File: config.mk
export PLATFORM = sky130hd
export DESIGN_NAME = shifter_pipe
export DESIGN_NICKNAME = d
export VERILOG_FILES = /design/src/rtl/shifter_pipe.sv
export SDC_FILE = /design/constraint.sdc
export NUM_CORES = 1
export LEC_CHECK = 0
export ABC_AREA = 1
export CAP_MARGIN = 15
export CELL_PAD_IN_SITES_DETAIL_PLACEMENT = 2
export CELL_PAD_IN_SITES_GLOBAL_PLACEMENT = 2
export CORE_ASPECT_RATIO = 0.8
export CORE_MARGIN = 2
export CORE_UTILIZATION = 39
export DETAILED_ROUTE_END_ITERATION = 7
export DONT_BUFFER_PORTS = 1
export PLACE_DENSITY = 0.81
export SLEW_MARGIN = 20
export SYNTH_ARGS = -nofsm -noshare
export SYNTH_HDL_FRONTEND = slang
export SYNTH_SLANG_ARGS = --single-unit
File: constraint.sdc
create_clock -name clk -period 3.43 [get_ports clk]
set_input_delay 0.343 -clock clk [delete_from_list [all_inputs] [get_ports clk]]
set_output_delay 0.343 -clock clk [all_outputs]
set_load 0.05 [all_outputs]
File: src/rtl/shifter_pipe.sv
// shifter_pipe: pipelined barrel shifter (SLL / SRL / SRA / ROR) with valid/ready
// handshakes on both ends and a sideband tag carried alongside each operation.
//
// The shift is split into log2(WIDTH) mux levels, largest amount first. Each
// level k shifts by 2^k when sa[k] is set. REG_EVERY levels are grouped into one
// pipeline stage, giving S = ceil(log2(WIDTH)/REG_EVERY) stages and S cycles of
// latency. Stage i advances when it is empty or the next stage advances, and the
// last stage advances on out_ready. Throughput is one operation per cycle.
//
// Optional feature macro: SHIFTER_PIPE_FLAGS_EN adds the out_carry / out_zero
// flag ports and their logic. Without it the ports and flag logic are absent.
//
// Parameters:
//   WIDTH      operand width, power of two, 8..64
//   REG_EVERY  mux levels per pipeline stage, 1..log2(WIDTH)
//   TAG_W      sideband tag width
// Ports:
//   clk        rising-edge clock
//   clrn       asynchronous active-low reset
//   in_valid   operation offered
//   in_ready   operation can be accepted this cycle
//   in_data    operand
//   in_sa      shift amount (modulo WIDTH by construction)
//   in_op      00 SLL, 01 SRL, 10 SRA, 11 ROR
//   in_tag     sideband tag
//   out_valid  result available
//   out_ready  consumer takes the result
//   out_data   shift result
//   out_tag    tag of the result
//   out_carry  last bit shifted out (SHIFTER_PIPE_FLAGS_EN only)
//   out_zero   out_data == 0 (SHIFTER_PIPE_FLAGS_EN only)

module shifter_pipe #(
   parameter int WIDTH     = 32,
   parameter int REG_EVERY = 1,
   parameter int TAG_W     = 4
) (
   input  logic                     clk,
   input  logic                     clrn,
   input  logic                     in_valid,
   output logic                     in_ready,
   input  logic [WIDTH-1:0]         in_data,
   input  logic [$clog2(WIDTH)-1:0] in_sa,
   input  logic [1:0]               in_op,
   input  logic [TAG_W-1:0]         in_tag,
   output logic                     out_valid,
   input  logic                     out_ready,
   output logic [WIDTH-1:0]         out_data,
   output logic [TAG_W-1:0]         out_tag
`ifdef SHIFTER_PIPE_FLAGS_EN
   ,
   output logic                     out_carry,
   output logic                     out_zero
`endif
);

   localparam int LOG2 = $clog2(WIDTH);
   localparam int S    = (LOG2 + REG_EVERY - 1) / REG_EVERY;

   logic [S-1:0] v_vec;
   logic [S-1:0] adv_vec;

   // One mux level: shift by 2^k. SRA fill comes from the operand MSB that was
   // sampled at stage 0 and carried along the pipe.
   function automatic logic [WIDTH-1:0] lvl(input logic [WIDTH-1:0] d,
                                            input logic [1:0]       op,
                                            input logic             msb,
                                            input int               k);
      logic [WIDTH-1:0] r;
      logic [WIDTH-1:0] fill;
      int               sh;
      sh   = 1 << k;
      fill = ~({WIDTH{1'b1}} >> sh);
      case (op)
         2'b00:   r = d << sh;
         2'b01:   r = d >> sh;
         2'b10:   r = (d >> sh) | (msb ? fill : '0);
         default: r = (d >> sh) | (d << (WIDTH - sh));
      endcase
      return r;
   endfunction

`ifdef SHIFTER_PIPE_FLAGS_EN
   // Carry is the last bit shifted out; it only depends on the original operand,
   // so it is resolved at the input. For ROR the bit landing in out_data MSB is
   // X[sa-1], the same bit position as for the right shifts.
   logic            carry0;
   logic [LOG2:0]   cidx;
   always_comb begin
      carry0 = 1'b0;
      cidx   = '0;
      if (in_sa != '0) begin
         if (in_op == 2'b00)
            cidx = (LOG2+1)'(WIDTH) - {1'b0, in_sa};
         else
            cidx = {1'b0, in_sa} - (LOG2+1)'(1);
         carry0 = |(in_data & ({{(WIDTH-1){1'b0}}, 1'b1} << cidx));
      end
   end
`endif

   for (genvar g = 0; g < S; g++) begin : g_st
      // Levels handled here: K_HI down to K_LO. sa bits below K_LO travel on.
      localparam int K_HI = LOG2 - 1 - g * REG_EVERY;
      localparam int K_LO = (K_HI - REG_EVERY + 1 > 0) ? (K_HI - REG_EVERY + 1) : 0;
      localparam int NL   = K_HI - K_LO + 1;

      logic [WIDTH-1:0] d_i, d_n, d_q;
      logic [K_HI:0]    sa_i;
      logic [1:0]       op_i;
      logic             msb_i;
      logic             v_i, v_q;
      logic [TAG_W-1:0] tag_i, tag_q;
      logic [WIDTH-1:0] lv [NL+1];
`ifdef SHIFTER_PIPE_FLAGS_EN
      logic             c_i, c_q;
`endif

      if (g == 0) begin : g_head
         assign d_i   = in_data;
         assign sa_i  = in_sa;
         assign op_i  = in_op;
         assign msb_i = in_data[WIDTH-1];
         assign v_i   = in_valid;
         assign tag_i = in_tag;
`ifdef SHIFTER_PIPE_FLAGS_EN
         assign c_i   = carry0;
`endif
      end else begin : g_link
         assign d_i   = g_st[g-1].d_q;
         assign sa_i  = g_st[g-1].g_ctl.sa_q;
         assign op_i  = g_st[g-1].g_ctl.op_q;
         assign msb_i = g_st[g-1].g_ctl.msb_q;
         assign v_i   = g_st[g-1].v_q;
         assign tag_i = g_st[g-1].tag_q;
`ifdef SHIFTER_PIPE_FLAGS_EN
         assign c_i   = g_st[g-1].c_q;
`endif
      end

      assign lv[0] = d_i;
      for (genvar j = 0; j < NL; j++) begin : g_lvl
         assign lv[j+1] = sa_i[K_HI-j] ? lvl(lv[j], op_i, msb_i, K_HI - j) : lv[j];
      end
      assign d_n = lv[NL];

      // Stage advances if any stage from here to the output is empty, or the
      // consumer is taking the result. Written flat to avoid a combinational chain.
      assign v_vec[g]   = v_q;
      assign adv_vec[g] = out_ready || !(&v_vec[S-1:g]);

      always_ff @(posedge clk or negedge clrn) begin
         if (!clrn) begin
            v_q   <= 1'b0;
            d_q   <= '0;
            tag_q <= '0;
`ifdef SHIFTER_PIPE_FLAGS_EN
            c_q   <= 1'b0;
`endif
         end else if (adv_vec[g]) begin
            v_q   <= v_i;
            d_q   <= d_n;
            tag_q <= tag_i;
`ifdef SHIFTER_PIPE_FLAGS_EN
            c_q   <= c_i;
`endif
         end
      end

      // Control fields are only needed by later stages, so the last stage has none.
      if (g < S - 1) begin : g_ctl
         logic [K_LO-1:0] sa_q;
         logic [1:0]      op_q;
         logic            msb_q;
         always_ff @(posedge clk or negedge clrn) begin
            if (!clrn) begin
               sa_q  <= '0;
               op_q  <= 2'b00;
               msb_q <= 1'b0;
            end else if (adv_vec[g]) begin
               sa_q  <= sa_i[K_LO-1:0];
               op_q  <= op_i;
               msb_q <= msb_i;
            end
         end
      end
   end

   assign in_ready  = adv_vec[0];
   assign out_valid = g_st[S-1].v_q;
   assign out_data  = g_st[S-1].d_q;
   assign out_tag   = g_st[S-1].tag_q;

`ifdef SHIFTER_PIPE_FLAGS_EN
   logic z_q;
   always_ff @(posedge clk or negedge clrn) begin
      if (!clrn)
         z_q <= 1'b0;
      else if (adv_vec[S-1])
         z_q <= (g_st[S-1].d_n == '0);
   end
   assign out_carry = g_st[S-1].c_q;
   assign out_zero  = z_q;
`endif

endmodule

==> results of run 1 <==
worst reg2reg max path: cells and delay by family (launching register included):
kind	cells	cell delay, ps
buffers and inverters	1	450
AOI/OAI and AO/OA	1	100
DFF	1	710
and+or+nand+nor	4	1040
kinds of logic (layout without fill, tap and decap cells):
family / count (synthesis) / after routing / share of synthesized area [%]
simple gates: 886 / 886 / 32.6
compound gates: 236 / 236 / 10.7
buf+inv: 286 / 261 / 10.2
flops: 207 / 207 / 46.5
per-stage QoR:
stage          cell area [um^2]  cells  util (%)  hold slack [ps]  power, uW
3_3_place_gp              11300   1906      40.2             60.6       7380
5_1_grt                   12300   1960      43.7             -513      11100
3_5_place_dp              11300   1906      40.2             59.4       7560
6_report                  12300   1960      43.7             -494      10400
2_1_floorplan             11100   1615         -             47.4       6520
4_1_cts                   12300   1960      43.6             -510      10500
cells in the mapped netlist (13+ instances only):
library cell / n
a21oi_1: 123
buf_2: 27
clkbuf_1: 62
dfrtp_1: 207
inv_1: 184
nand2_1: 538
nand3_1: 156
nand4_1: 13
nor2_1: 152
o21ai_0: 86
o21ai_1: 22
or2_2: 19
routing by layer:
metal  up-vias  wire length (um)  track usage, %  part of all wire (%)
li1       4952                 -               -                     -
met1      5429             19100            39.4                    48
met2       178             18500            44.2                    46
met3        53              1520            3.65                   3.8
met4         0               690            5.12                   1.7
met5         -                 0               0                     0
layout make-up:
type                    instances  area, um^2
clock buffers                  34         739
clock inverters                 8         118
fillers                      3346       15900
inverters                     190         713
multi-input cells            1122        4840
flip-flops and latches        207        5180
well taps                     370         463
repair buffers                 29         260
power groups by stage:
| stage | Sequential [uW] | Combinational (uW) | Clock, uW |
|---|---|---|---|
| 5_1_grt | 4740 | 3390 | 2950 |
| 6_report | 4650 | 2930 | 2810 |
| 2_1_floorplan | 4360 | 2160 | 0 |
| 3_5_place_dp | 4690 | 2870 | 0 |
| 3_3_place_gp | 4660 | 2720 | 0 |
| 4_1_cts | 4660 | 2960 | 2860 |
how the worst max path moves through the flow:
stage	from	to	slack [ps]	cells after the start
after floorplan	out_valid$_DFFE_PN0P_	in_ready	1670	4
after global placement	out_valid$_DFFE_PN0P_	g_st[0].d_q[10]$_DFFE_PN0P_	1180	6
after detailed placement	out_valid$_DFFE_PN0P_	g_st[0].d_q[7]$_DFFE_PN0P_	1050	6
after CTS	out_valid$_DFFE_PN0P_	in_ready	630	4
after global routing	out_valid$_DFFE_PN0P_	in_ready	440	4
final	out_valid$_DFFE_PN0P_	in_ready	620	4
registers in the layout (all words and copies together) (netlist names):
signal / count
g_st.g_ctl.op_q: 8
out_data: 32
g_st.v_q: 4
out_tag: 4
g_st.tag_q: 16
g_st.g_ctl.sa_q: 10
g_st.d_q: 128
out_valid: 1
g_st.g_ctl.msb_q: 4
==> impl_metrics.py, run 1 <==
metrics = {
    "sta": {
        "final.setup.worst_slack_ps": 617,
        "setup_tns_ps": 0,
        "setup_viol": 0,
        "max_freq_mhz": 355,
        "fin_crit_ps": 2810,
        "finClkSkew_ps": 8.61,
        "hold_violations": 207,
        "slew_viol_final": 0,
        "grt_setup_unrepaired": "false",
        "relSlewSlack_pct": 32.0,
        "tightest_slew_ps": 1010,
        "min_period_over_period_pct": 82.0,
        "hold_ws_ps": -494,
    },
    "cts": {
        "clock_latency_ps": 530,
        "cts_buffers": 24,
        "clock-root-buffer": "clkbuf_16",
        "clk_path_buf_depth": 3,
        "h-tree-depth": 1,
        "post-cts-setup-buffers": 0,
        "cts_tree": "built",
        "cts_sinks": 207,
        "holdBufCountCts": 12,
        "clkSlewWorstSetupHoldPaths_ps": 60,
        "cts_resized": 0,
    },
    "worst_setup_path": {
        "r2r_slack_ps": 1000,
        "cp_max_fo": 21,
        "slowest_delay_ps": 710,
        "crit_buf_inv": 1,
        "worstRegToRegCells": 6,
        "r2r-start": "out_valid$_DFFE_PN0P_",
        "arrival_ps": 2470,
        "start_kind": "flop",
        "end_kind": "output port",
        "path_class": "flop to output port",
        "critPathSlowestCell": "dfrtp_1",
        "critPathTopFamily": "simple AND/OR/NAND/NOR gates",
        "worstPathRequired_ps": 3090,
        "path_cells": "nand2_1, nor2_4, nand3_2, buf_4",
        "r2r-end": "g_st[0].d_q[10]$_DFFE_PN0P_",
    },
    "power_and_ir_drop": {
        "pwr-share-comb_pct": 28.2,
        "internal_power_uw": 5840,
        "switching_share_pct": 43.7,
        "pwr-share-seq_pct": 44.8,
        "power.density_mw_per_mm2": 843,
        "p_leak_uw": 0.00635,
        "ir_drop_mv": 0.482,
        "power.share.clock_pct": 27.1,
        "switchingPower_uw": 4540,
    },
    "global_route": {
        "grt_max_degree": 208,
        "track_usage_pct": 27.3,
        "first_global_vias": 11600,
        "grt_pass1_wl_um": 64700,
        "antenna_found_initial": 0,
        "overflow": 0,
    },
    "layout": {
        "nets": 1621,
        "areaGrowthSynthToFinish_pct": 10.5,
        "mostFrequentLayoutCell": "nand2_1",
        "final_cell_mix": "537 x nand2_1, 206 x dfrtp_1, 183 x inv_1",
        "drive_above_1_share_pct": 5.79,
        "antennaDiodeCount": 0,
    },
    "logic_synthesis": {
        "synth_area_per_cell_um2": 6.90,
        "ys_seq_area_share_pct": 46.5,
        "ys_types": 24,
        "synth_fp_nets": 1662,
        "synth_edf_count": 0,
        "synth_warnings": 0,
        "synthCells": 1615,
        "syn_area_mm2": 0.0111,
        "yosys_register_bits": 207,
        "ys_top_cells_by_area": "dfrtp_1 46%, nand2_1 18%, nand3_1 7.0%, inv_1 6.2%, a21oi_1 5.5%",
        "async_flop_share_pct": 100,
        "synth_largest_area_cell": "dfrtp_1",
        "synth_ff_type": "dfrtp_1",
        "synth.top_cell.area_share_pct": 46.5,
    },
    "drt": {
        "via_per_inst": 5.41,
        "final_antenna_net_count": 0,
        "wl_um": 39900,
        "wl_per_cell_um": 20.3,
        "drc_errors": 0,
        "vias": 10600,
        "drtIter0Drc": 714,
        "drtPass1Iterations": 4,
    },
    "place": {
        "gp_congestion": 0.797,
        "dp_slack_ps": 1050,
        "dp_hpwl_um": 26900,
        "io_buffers": 0,
    },
    "floorplanning": {
        "row_count": 55,
        "fp.dieH_um": 155,
        "die-area_mm2": 0.0300,
        "core_mm2": 0.0282,
        "die_x_um": 193,
        "initial_core_util_pct": 39.5,
        "ios": 85,
    },
    "run": {
        "maxCapViolations": 0,
    },
    "outcome": {
        "status": "finished, violations left",
        "violations": "hold timing",
    },
    "min_path": {
        "hold_class": "primary input to async pin",
    },
}
Power figures use the tool's default switching activity.
==> inputs of run 2 (changes only) <==
- CORE_UTILIZATION: 39 -> 36
- PLACE_DENSITY: 0.81 -> 0.75
- clock period: 3.43 -> 2.9 ns (I/O delays scaled with it)
==> impl_metrics.py, run 2 (synthesis gave the netlist of run 1 again) <==
metrics = {
    "outcome": {
        "status": "finished, violations left",
        "violations": "hold timing",
    },
    "worst_setup_path": {
        "crit_buf_inv": 2,
        "critPathTopFamily": "buffers and inverters",
        "slowest_delay_ps": 580,
        "worstRegToRegCells": 7,
        "cp_max_fo": 44,
        "path_cells": "nand2_1, nor2_4, nand3_4, buf_4, nand3_1, dlygate4sd3_1, nand2_1",
        "path_class": "flop to flop",
        "critPathSlowestCell": "dlygate4sd3_1",
        "r2r-start": "out_valid$_DFFE_PN0P_",
        "worstSetupStartpoint": "out_valid$_DFFE_PN0P_",
        "r2r_slack_ps": 410,
        "crit_cells": 7,
        "crit_top_cell": "nand2_1",
        "start_kind": "flop",
        "cp-endpoint": "g_st[0].d_q[16]$_DFFE_PN0P_",
        "arrival_ps": 2910,
        "end_kind": "flop",
        "worstPathRequired_ps": 3320,
        "r2r-end": "g_st[0].d_q[16]$_DFFE_PN0P_",
    },
    "place": {
        "dp_slack_ps": 730,
        "dp_hpwl_um": 27000,
        "gp_congestion": 0.768,
        "io_buffers": 0,
        "numPlacedInstances": 1954,
    },
    "global_route": {
        "track_usage_pct": 25.2,
        "grt_max_degree": 208,
        "antenna_found_initial": 0,
        "grt_pass1_wl_um": 65300,
        "first_global_vias": 11400,
        "overflow": 0,
    },
    "layout": {
        "nets": 1643,
        "largest_register_ffs": 128,
        "regMostFlops": "g_st.d_q",
        "antennaDiodeCount": 0,
        "areaGrowthSynthToFinish_pct": 12.1,
        "final_cell_mix": "538 x nand2_1, 206 x dfrtp_1, 183 x inv_1",
        "mostFrequentLayoutCell": "nand2_1",
        "drive_above_1_share_pct": 5.51,
        "layoutNonFillerInstCount": 2027,
    },
    "cts": {
        "clock-root-buffer": "clkbuf_16",
        "cts_buffers": 25,
        "clkSlewWorstSetupHoldPaths_ps": 60,
        "clock_latency_ps": 540,
        "holdBufCountCts": 28,
        "cts_tree": "built",
        "h-tree-depth": 1,
        "cts_sinks": 207,
        "clk_path_buf_depth": 3,
    },
    "floorplanning": {
        "fp.dieH_um": 161,
        "die_x_um": 201,
        "initial_core_util_pct": 36.6,
        "core_mm2": 0.0305,
        "ios": 85,
        "row_count": 57,
        "die-area_mm2": 0.0324,
    },
    "min_path": {
        "hold_class": "primary input to async pin",
    },
    "drt": {
        "drtIter0Drc": 510,
        "via_per_inst": 5.25,
        "drc_errors": 0,
        "final_antenna_net_count": 0,
        "wl_um": 40200,
        "vias": 10600,
        "drtPass1Iterations": 5,
        "wl_per_cell_um": 19.9,
    },
    "sta": {
        "slew_viol_final": 0,
        "relSlewSlack_pct": 31.9,
        "finClkSkew_ps": 12.8,
        "hold_violations": 207,
        "final.setup.worst_slack_ps": 410,
        "setup_tns_ps": 0,
        "tightest_slew_ps": 1010,
        "min_period_over_period_pct": 85.9,
        "max_freq_mhz": 402,
        "hold_ws_ps": -543,
        "grt_setup_unrepaired": "false",
        "fin_crit_ps": 2490,
        "setup_viol": 0,
    },
    "power_and_ir_drop": {
        "ir_drop_mv": 0.533,
        "p_leak_uw": 0.00640,
        "power.density_mw_per_mm2": 966,
    },
    "run": {
        "maxCapViolations": 0,
    },
}
run 2: stage by stage:
step	hold WS, ps	cell area, um^2	power (uW)	utilization, %
floorplan	-5.59	11100	7710	-
global placement	8.65	11400	8780	37.5
detailed placement	9.16	11400	8960	37.5
CTS	-557	12500	12200	41.0
global route	-564	12500	12900	41.0
finish	-543	12500	12100	41.0
run 2: repair_timing:
| item | CTS | global route |
|---|---|---|
| endpoints found under the hold margin | 229 | 207 |
| resized for setup | 0 | 1 |
| setup buffers | 0 | 0 |
| setup endpoints to repair | 0 | 2 |
run 2: worst register-to-register path, delay by kind of cell (launching register included):
family                 cells  cell delay (ps)
DFF                        1              430
and+or+nand+nor            5              960
buffers and inverters      2              980
run 2: cell type report:
class,count,area (um^2)
multi-input cells,1122,4850
clock inverters,4,47.5
fillers,3625,18000
clock buffers,41,736
repair buffers,50,458
flip-flops and latches,207,5180
well taps,413,517
inverters,190,713
run 2: per-layer routing:
metal / up-vias / wire length [um] / GRT usage (%)
met2: 137 / 18200 / 40.1
li1: 4997 / - / -
met1: 5464 / 20300 / 37.6
met3: 36 / 1160 / 2.85
met5: - / 0 / 0
met4: 0 / 571 / 3.97
run 2: how the worst min path moves through the flow:
stage               start                     endpoint  slack [ps]
floorplan            clrn   g_st[0].d_q[0]$_DFFE_PN0P_          -6
global placement     clrn  g_st[0].d_q[27]$_DFFE_PN0P_           9
detailed placement   clrn  g_st[0].d_q[27]$_DFFE_PN0P_           9
CTS                  clrn     out_data[20]$_DFFE_PN0P_        -560
global route         clrn  g_st[0].d_q[22]$_DFFE_PN0P_        -560
finish               clrn  g_st[0].d_q[27]$_DFFE_PN0P_        -540
run 2: report_power, final:
part	switching, uW	total (uW)	internal, uW
clock	1290	3100	1810
combinational	2400	3520	1120
sequential	1670	5460	3800
